File: src/rtl/negate_pipe.sv
// Two-stage valid/ready pipeline computing a, -a, |a| or -|a| with an overflow flag and a
// saturating overflow event counter. Define NEGATE_PIPE_SAT_EN to clamp overflows to max positive.
module negate_pipe #(
  parameter int unsigned WIDTH = 4,
  parameter int unsigned CNT_W = 8
) (
  input  logic             clk,
  input  logic             rst_n,
  input  logic             in_valid,
  output logic             in_ready,
  input  logic [WIDTH-1:0] in_data,
  input  logic [1:0]       in_mode,
  output logic             out_valid,
  input  logic             out_ready,
  output logic [WIDTH-1:0] out_data,
  output logic             out_ovf,
  output logic [CNT_W-1:0] ovf_cnt,
  input  logic             ovf_clr
);

  typedef enum logic [1:0] {
    ModePass = 2'b00,
    ModeNeg  = 2'b01,
    ModeAbs  = 2'b10,
    ModeNabs = 2'b11
  } mode_e;

  localparam logic [WIDTH-1:0] MinNeg = {1'b1, {(WIDTH-1){1'b0}}};
  localparam logic [WIDTH-1:0] MaxPos = {1'b0, {(WIDTH-1){1'b1}}};
  localparam logic [CNT_W-1:0] CntMax = {CNT_W{1'b1}};

  logic             s1_valid_q, s1_valid_d;
  logic [WIDTH-1:0] s1_a_q, s1_a_d;
  mode_e            s1_mode_q, s1_mode_d;
  logic [WIDTH-1:0] s1_inv_q, s1_inv_d;
  logic             s1_neg_q, s1_neg_d;
  logic             s2_valid_q, s2_valid_d;
  logic [WIDTH-1:0] s2_data_q, s2_data_d;
  logic             s2_ovf_q, s2_ovf_d;
  logic [CNT_W-1:0] cnt_q, cnt_d;

  logic             s2_adv;
  logic             in_fire;
  logic             neg;
  logic [WIDTH-1:0] sum;
  logic             ovf;

  always_comb begin
    s2_adv   = !s2_valid_q || out_ready;
    in_ready = rst_n && (!s1_valid_q || s2_adv);
    in_fire  = in_valid && in_ready;

    unique case (mode_e'(in_mode))
      ModePass: neg = 1'b0;
      ModeNeg:  neg = 1'b1;
      ModeAbs:  neg = in_data[WIDTH-1];
      ModeNabs: neg = !in_data[WIDTH-1] && (in_data != '0);
      default:  neg = 1'b0;
    endcase

    s1_valid_d = s1_valid_q;
    s1_a_d     = s1_a_q;
    s1_mode_d  = s1_mode_q;
    s1_inv_d   = s1_inv_q;
    s1_neg_d   = s1_neg_q;
    if (in_ready) begin
      s1_valid_d = in_valid;
    end
    if (in_fire) begin
      s1_a_d    = in_data;
      s1_mode_d = mode_e'(in_mode);
      s1_inv_d  = neg ? ~in_data : in_data;
      s1_neg_d  = neg;
    end

    // Only -MinNeg is unrepresentable; both negate and abs can hit it.
    sum = s1_inv_q + {{(WIDTH-1){1'b0}}, s1_neg_q};
    ovf = ((s1_mode_q == ModeNeg) || (s1_mode_q == ModeAbs)) && (s1_a_q == MinNeg);

    s2_valid_d = s2_valid_q;
    s2_data_d  = s2_data_q;
    s2_ovf_d   = s2_ovf_q;
    if (s2_adv) begin
      s2_valid_d = s1_valid_q;
      if (s1_valid_q) begin
`ifdef NEGATE_PIPE_SAT_EN
        s2_data_d = ovf ? MaxPos : sum;
`else
        s2_data_d = sum;
`endif
        s2_ovf_d  = ovf;
      end
    end

    cnt_d = cnt_q;
    if (ovf_clr) begin
      cnt_d = '0;
    end else if (s2_valid_q && out_ready && s2_ovf_q && (cnt_q != CntMax)) begin
      cnt_d = cnt_q + 1'b1;
    end
  end

  always_ff @(posedge clk or negedge rst_n) begin
    if (!rst_n) begin
      s1_valid_q <= 1'b0;
      s1_a_q     <= '0;
      s1_mode_q  <= ModePass;
      s1_inv_q   <= '0;
      s1_neg_q   <= 1'b0;
      s2_valid_q <= 1'b0;
      s2_data_q  <= '0;
      s2_ovf_q   <= 1'b0;
      cnt_q      <= '0;
    end else begin
      s1_valid_q <= s1_valid_d;
      s1_a_q     <= s1_a_d;
      s1_mode_q  <= s1_mode_d;
      s1_inv_q   <= s1_inv_d;
      s1_neg_q   <= s1_neg_d;
      s2_valid_q <= s2_valid_d;
      s2_data_q  <= s2_data_d;
      s2_ovf_q   <= s2_ovf_d;
      cnt_q      <= cnt_d;
    end
  end

  assign out_valid = s2_valid_q;
  assign out_data  = s2_data_q;
  assign out_ovf   = s2_ovf_q;
  assign ovf_cnt   = cnt_q;

endmodule

File: config.mk
export PLATFORM = sky130hd
export DESIGN_NAME = negate_pipe
export DESIGN_NICKNAME = d
export VERILOG_FILES = /design/src/rtl/negate_pipe.sv
export SDC_FILE = /design/constraint.sdc
export NUM_CORES = 1
export LEC_CHECK = 0
export ABC_AREA = 1
export BUFFER_PORTS_ARGS = -buffer_cell sky130_fd_sc_hd__buf_2
export CAP_MARGIN = 20
export CORE_ASPECT_RATIO = 1.1
export CORE_MARGIN = 1.5
export CORE_UTILIZATION = 54
export CTS_CLUSTER_SIZE = 8
export DETAILED_ROUTE_END_ITERATION = 8
export PLACE_DENSITY = 0.78
export SLEW_MARGIN = 25
export SYNTH_ARGS = -nofsm -noshare
export SYNTH_HDL_FRONTEND = slang
export SYNTH_SLANG_ARGS = --single-unit
File: constraint.sdc
create_clock -name clk -period 1.4 [get_ports clk]
set_input_delay 0.21 -clock clk [delete_from_list [all_inputs] [get_ports clk]]
set_output_delay 0.21 -clock clk [all_outputs]
set_load 0.02 [all_outputs]
# Word-level counts from Yosys, hierarchy flattened
# Index checks and enable logic that the tools add are counted.
dict set report op_classes {
  addsub 2
  eq_ne 7
  muxes 4
  n_bitwise 1
  n_reduce_logical 17
}
# operator n
set ops {}
lappend ops {{$mux W8} 2}
lappend ops {{$add A8 B1 Y8 const B} 1}
lappend ops {{$ne A8 B8 Y1 const B} 1}
lappend ops {{$logic_and A1 B1 Y1} 7}
lappend ops {{$eq A2 B2 Y1 const B} 3}
lappend ops {{$add A4 B1 Y4} 1}
lappend ops {{$eq A2 B1 Y1 const B} 2}
lappend ops {{$eq A4 B4 Y1 const B} 1}
lappend ops {{$mux W4} 1}
lappend ops {{$not A4 Y4} 1}
lappend ops {{$pmux W1 S4} 1}
lappend ops {{$reduce_bool A4 Y1} 1}
lappend ops {{$logic_not A1 Y1} 3}
lappend ops {{$logic_or A1 B1 Y1} 3}
lappend ops {{$logic_not A2 Y1} 1}
lappend ops {{$reduce_and A2 Y1} 1}
lappend ops {{$reduce_bool A2 Y1} 1}
dict set report totals {
  register_bits 26
  output_inout_bits 15
}

# Longest topological paths before layout
dict set report depth {
  depth_word 5
  mapped_depth 9
  ltp_nobuf 9
}

# Worst setup path before layout
# No wires, ideal clock.
dict set report synth_path {
  path_type {register -> register}
  from {register cnt_q[1], in the netlist ovf_cnt[1]}
  to {register cnt_q[4], in the netlist ovf_cnt[4]}
  setup_time_ps 65
  t_arrival_ps 1291
  path_slack_ps 44
  path_stages_with_launch 10
  n_path_buf 0
  synth_period_minus_slack_ps 1356
  path_cell_list {dfrtp_1 -> ha_1 -> nand2_2 -> nor2_4 -> nand2_1 -> nand2_2 -> nand2_4 -> clkinv_4 -> nand2_1 -> nand2_1}
}
dict set report synth_between {
  elab_chain_cells 3
}
# element line
set synth_lines {}
lappend synth_lines {{start: declaration} 40} ;# logic [CNT_W-1:0] cnt_q, cnt_d;
lappend synth_lines {{start signal: assignment} 123} ;# cnt_q <= cnt_d;
lappend synth_lines {{$add A8 B1 Y8 / $ne A8 B8 Y1 (equally long branches)} {99, 98}}
lappend synth_lines {{$mux W8 / $logic_and A1 B1 Y1 (equally long branches)} 98} ;# end else if (s2_valid_q && out_ready && s2_ovf_q && (cnt_q != CntMax)) begin
lappend synth_lines {{$mux W8 / $reduce_bool A2 Y1 (equally long branches)} -}
# Several ways; a longest one is shown, not always the timed one. The select of a mux whose other input is x is not followed.
# A chain may end at the register's enable or synchronous reset.

# Worst setup path in the final report
dict set report layout_path {
  from {register s2_valid_q, in the netlist out_valid}
  to {output port in_ready}
}
dict set report layout_between {
  elab_chain_cells 4
}
# element line
set layout_lines {}
lappend layout_lines {{start: declaration} 37} ;# logic s2_valid_q, s2_valid_d;
lappend layout_lines {{start signal: assignment} 120} ;# s2_valid_q <= s2_valid_d;
lappend layout_lines {{$logic_not A1 Y1} 49} ;# s2_adv = !s2_valid_q || out_ready;
lappend layout_lines {{$logic_or A1 B1 Y1} 49}
lappend layout_lines {{$logic_or A1 B1 Y1} 50} ;# in_ready = rst_n && (!s1_valid_q || s2_adv);
lappend layout_lines {{$logic_and A1 B1 Y1} 50}
lappend layout_lines {{end: declaration} 10} ;# output logic in_ready,
# Every way passes these cells.

==> run metrics <==
num ports 26; startpoint types flip-flop; WS Path Type flip-flop to output pin; Pre-Repair DR Iteration Count 4; Worst-Margin Slew 473 ps; Vias 1218; achievable frequency 744 MHz; crit-path cells nand3_2 > nand2_1 > inv_1 > buf_6; Clk Tree Root Cell clkbuf_4; largest net degree at the start of global routing 16; status complete, no violations; register area 651 sq um; DRC 0; post-synth top area share 47.9%; GP Congestion 0.799; clk slew on worst S/H paths 140 ps; number of synthesis warnings 0; first-pass GRT wire length 4860 um; grt ovf 0; DRT iter0 DRCs 28; synth top area cells dfrtp_1 (48%), nand2_1 (18%), nand3_1 (5.9%); leakage 0.895 nW; chip width 50.8 um; Mapped Cells 173; CP peak stage delay 430 ps; final setup vio count 0; clk_skew 8.29 ps; later-pin clock latency in the skew report 330 ps; Mapped Nets 187; initial antenna violation count 0; Setup crit end kind output pin; Row Count 18; post-route ant nets 0; WHS 110 ps; CORE AREA 0.00232 sq mm; RSZ-0062 raised after global routing true; post-synthesis cell type count 24; Layout fillers 195; vias in the first global route 1125; Starting Density 58.5%; multi-input logic area 637 sq um; layout cells sized above 1 22.7%; DP Wirelength 2230 um; fin. max-slew vios 0; Synth Cell Area 0.00136 sq mm; Placed Cells 230; total global-route track usage 22.9%; period utilization 96.1%; number of I/O port buffers 25; buffer levels on the longest clock path 2; Critical Path Slowest Stage Cell dfrtp_1; PD cells 1070 mW/mm^2; full die area 0.00282 sq mm; final cell count without fillers 237; Yosys reg bits 26; total power 0.00174 W; largest area contributor in the netlist dfrtp_1; Fin. Hold Viols 0; H-Tree Depth 1; Final nets 222; CTS sink count 26; Post-Syn Area per Cell 7.85 sq um; worst path required time 1190 ps; max_slew headroom 68.4%; worst vdd ir 984 uV; fin crit period 1340 ps; Worst Hold Class input port to flip-flop; TritonCTS clock tree done; ant diodes 0; Critical Path AT 1130 ps; Max-Cap Viols 0; die height 55.6 um; area delta synth->final 20.1%; WL final 2870 um; register area share after synthesis 47.9%; routed wire length per instance 12.1 um; CP max FO 4; vias per inst 5.14; CTS Buf Count 3
## registers in the layout, summed over array words and instances, names as in the netlist
signal,count
ovf_cnt,8
out_data,4
s1_a_q,4
s1_inv_q,4
s1_mode_q,2
out_ovf,1
out_valid,1
s1_neg_q,1
s1_valid_q,1
## per-layer routing
| layer | routed length, um | global-route usage, % | share of wire (%) |
|---|---|---|---|
| met5 | 0 | 0 | 0 |
| met4 | 38 | 8.49 | 1.3 |
| met3 | 74 | 3.49 | 2.6 |
| met2 | 1520 | 41.0 | 53 |
| met1 | 1240 | 27.2 | 43 |
## stage by stage
stage,cell area [sq um],worst slack (ps),setup TNS (ps),util [%]
after global routing,1630,-38.3,-38.3,70.3
after floorplan,1360,43.5,0,-
after global placement,1540,98.5,0,66.4
final,1630,55.1,0,70.3
after detailed placement,1540,33.1,0,66.4
after CTS,1600,6.46,0,68.8
## cell usage after synthesis (all sizes together)
cell and number:
nand2 67, nand4 3, nor3b 1, a21oi 2
dfrtp 26, xnor2 1, nor2 10, buf 2
nor4 1, inv 19, nand3 18, ha 3
clkinv 1, o21bai 1, xor2 4, o21ai 14
## critical path: cells and delay by family, from the launching register on
family | cells | cell delay (ps)
flops | 1 | 430
simple gates | 2 | 190
buf+inv | 2 | 170
## report_power, final
| group | leakage [nW] | internal [W] | switching [W] |
|---|---|---|---|
| Sequential | 0.336 | 0.000865 | 0.0000754 |
| Clock | 0.0210 | 0.000159 | 0.000216 |
| Combinational | 0.538 | 0.000159 | 0.000270 |
| Total | 0.895 | 0.00118 | 0.000561 |
## layout by cell type, fill, tap and decap left out, drive strengths merged
master,Yosys,layout
xor2,4,4
nand2,67,67
a21oi,2,2
nand4,3,3
ha,3,3
inv,19,19
buf,2,30
clkbuf,0,4
dfrtp,26,26
nor2,10,10
clkinv,1,1
nand3,18,18
nor3b,1,1
o21ai,14,14
dlygate4sd3,0,2
nor4,1,1
xnor2,1,1
o21bai,1,1
## cell families (layout without fill, tap and decap cells)
group,after synthesis,after routing,synth area share (%)
DFF,26,26,47.9
adders and majority gates,3,3,2.77
xor gates and xnor gates,5,5,3.23
AOI/OAI and AO/OA,17,17,6.73
buffers and inverters,22,56,6.64
and+or+nand+nor,100,100,32.7
## area by class of cell
| type | instances | share of cell area, % |
|---|---|---|
| multi-input combinational | 125 | 39.1 |
| inverter | 20 | 4.91 |
| clock buffer | 4 | 2.23 |
| timing repair buffer | 32 | 11.6 |
| tap | 30 | 2.30 |
| sequential | 26 | 39.9 |
## final timing paths
| check | start | endpoint | slack (ps) | cells past startpoint |
|---|---|---|---|---|
| worst max-delay path | out_valid$_DFFE_PN0P_ | in_ready | 60 | 4 |
| worst min-delay path | out_ready | out_valid$_DFFE_PN0P_ | 110 | 2 |
| worst max register to register | ovf_cnt[0]$_DFFE_PN0P_ | ovf_cnt[5]$_DFFE_PN0P_ | 80 | 6 |
| worst min register to register | out_data[0]$_DFFE_PN0P_ | out_data[0]$_DFFE_PN0P_ | 480 | 2 |
| max in group asynchronous | rst_n | s1_inv_q[2]$_DFFE_PN0P_ | 560 | 3 |
| min in group asynchronous | rst_n | ovf_cnt[3]$_DFFE_PN0P_ | 410 | 3 |
## what timing repair did
action,in CTS,in global routing
hold buffers,2,0
resized for setup,0,5
buffers inserted,0,1
hold endpoints to repair,26,0
setup endpoints to repair,0,13
(Power assumes the default switching activity.)
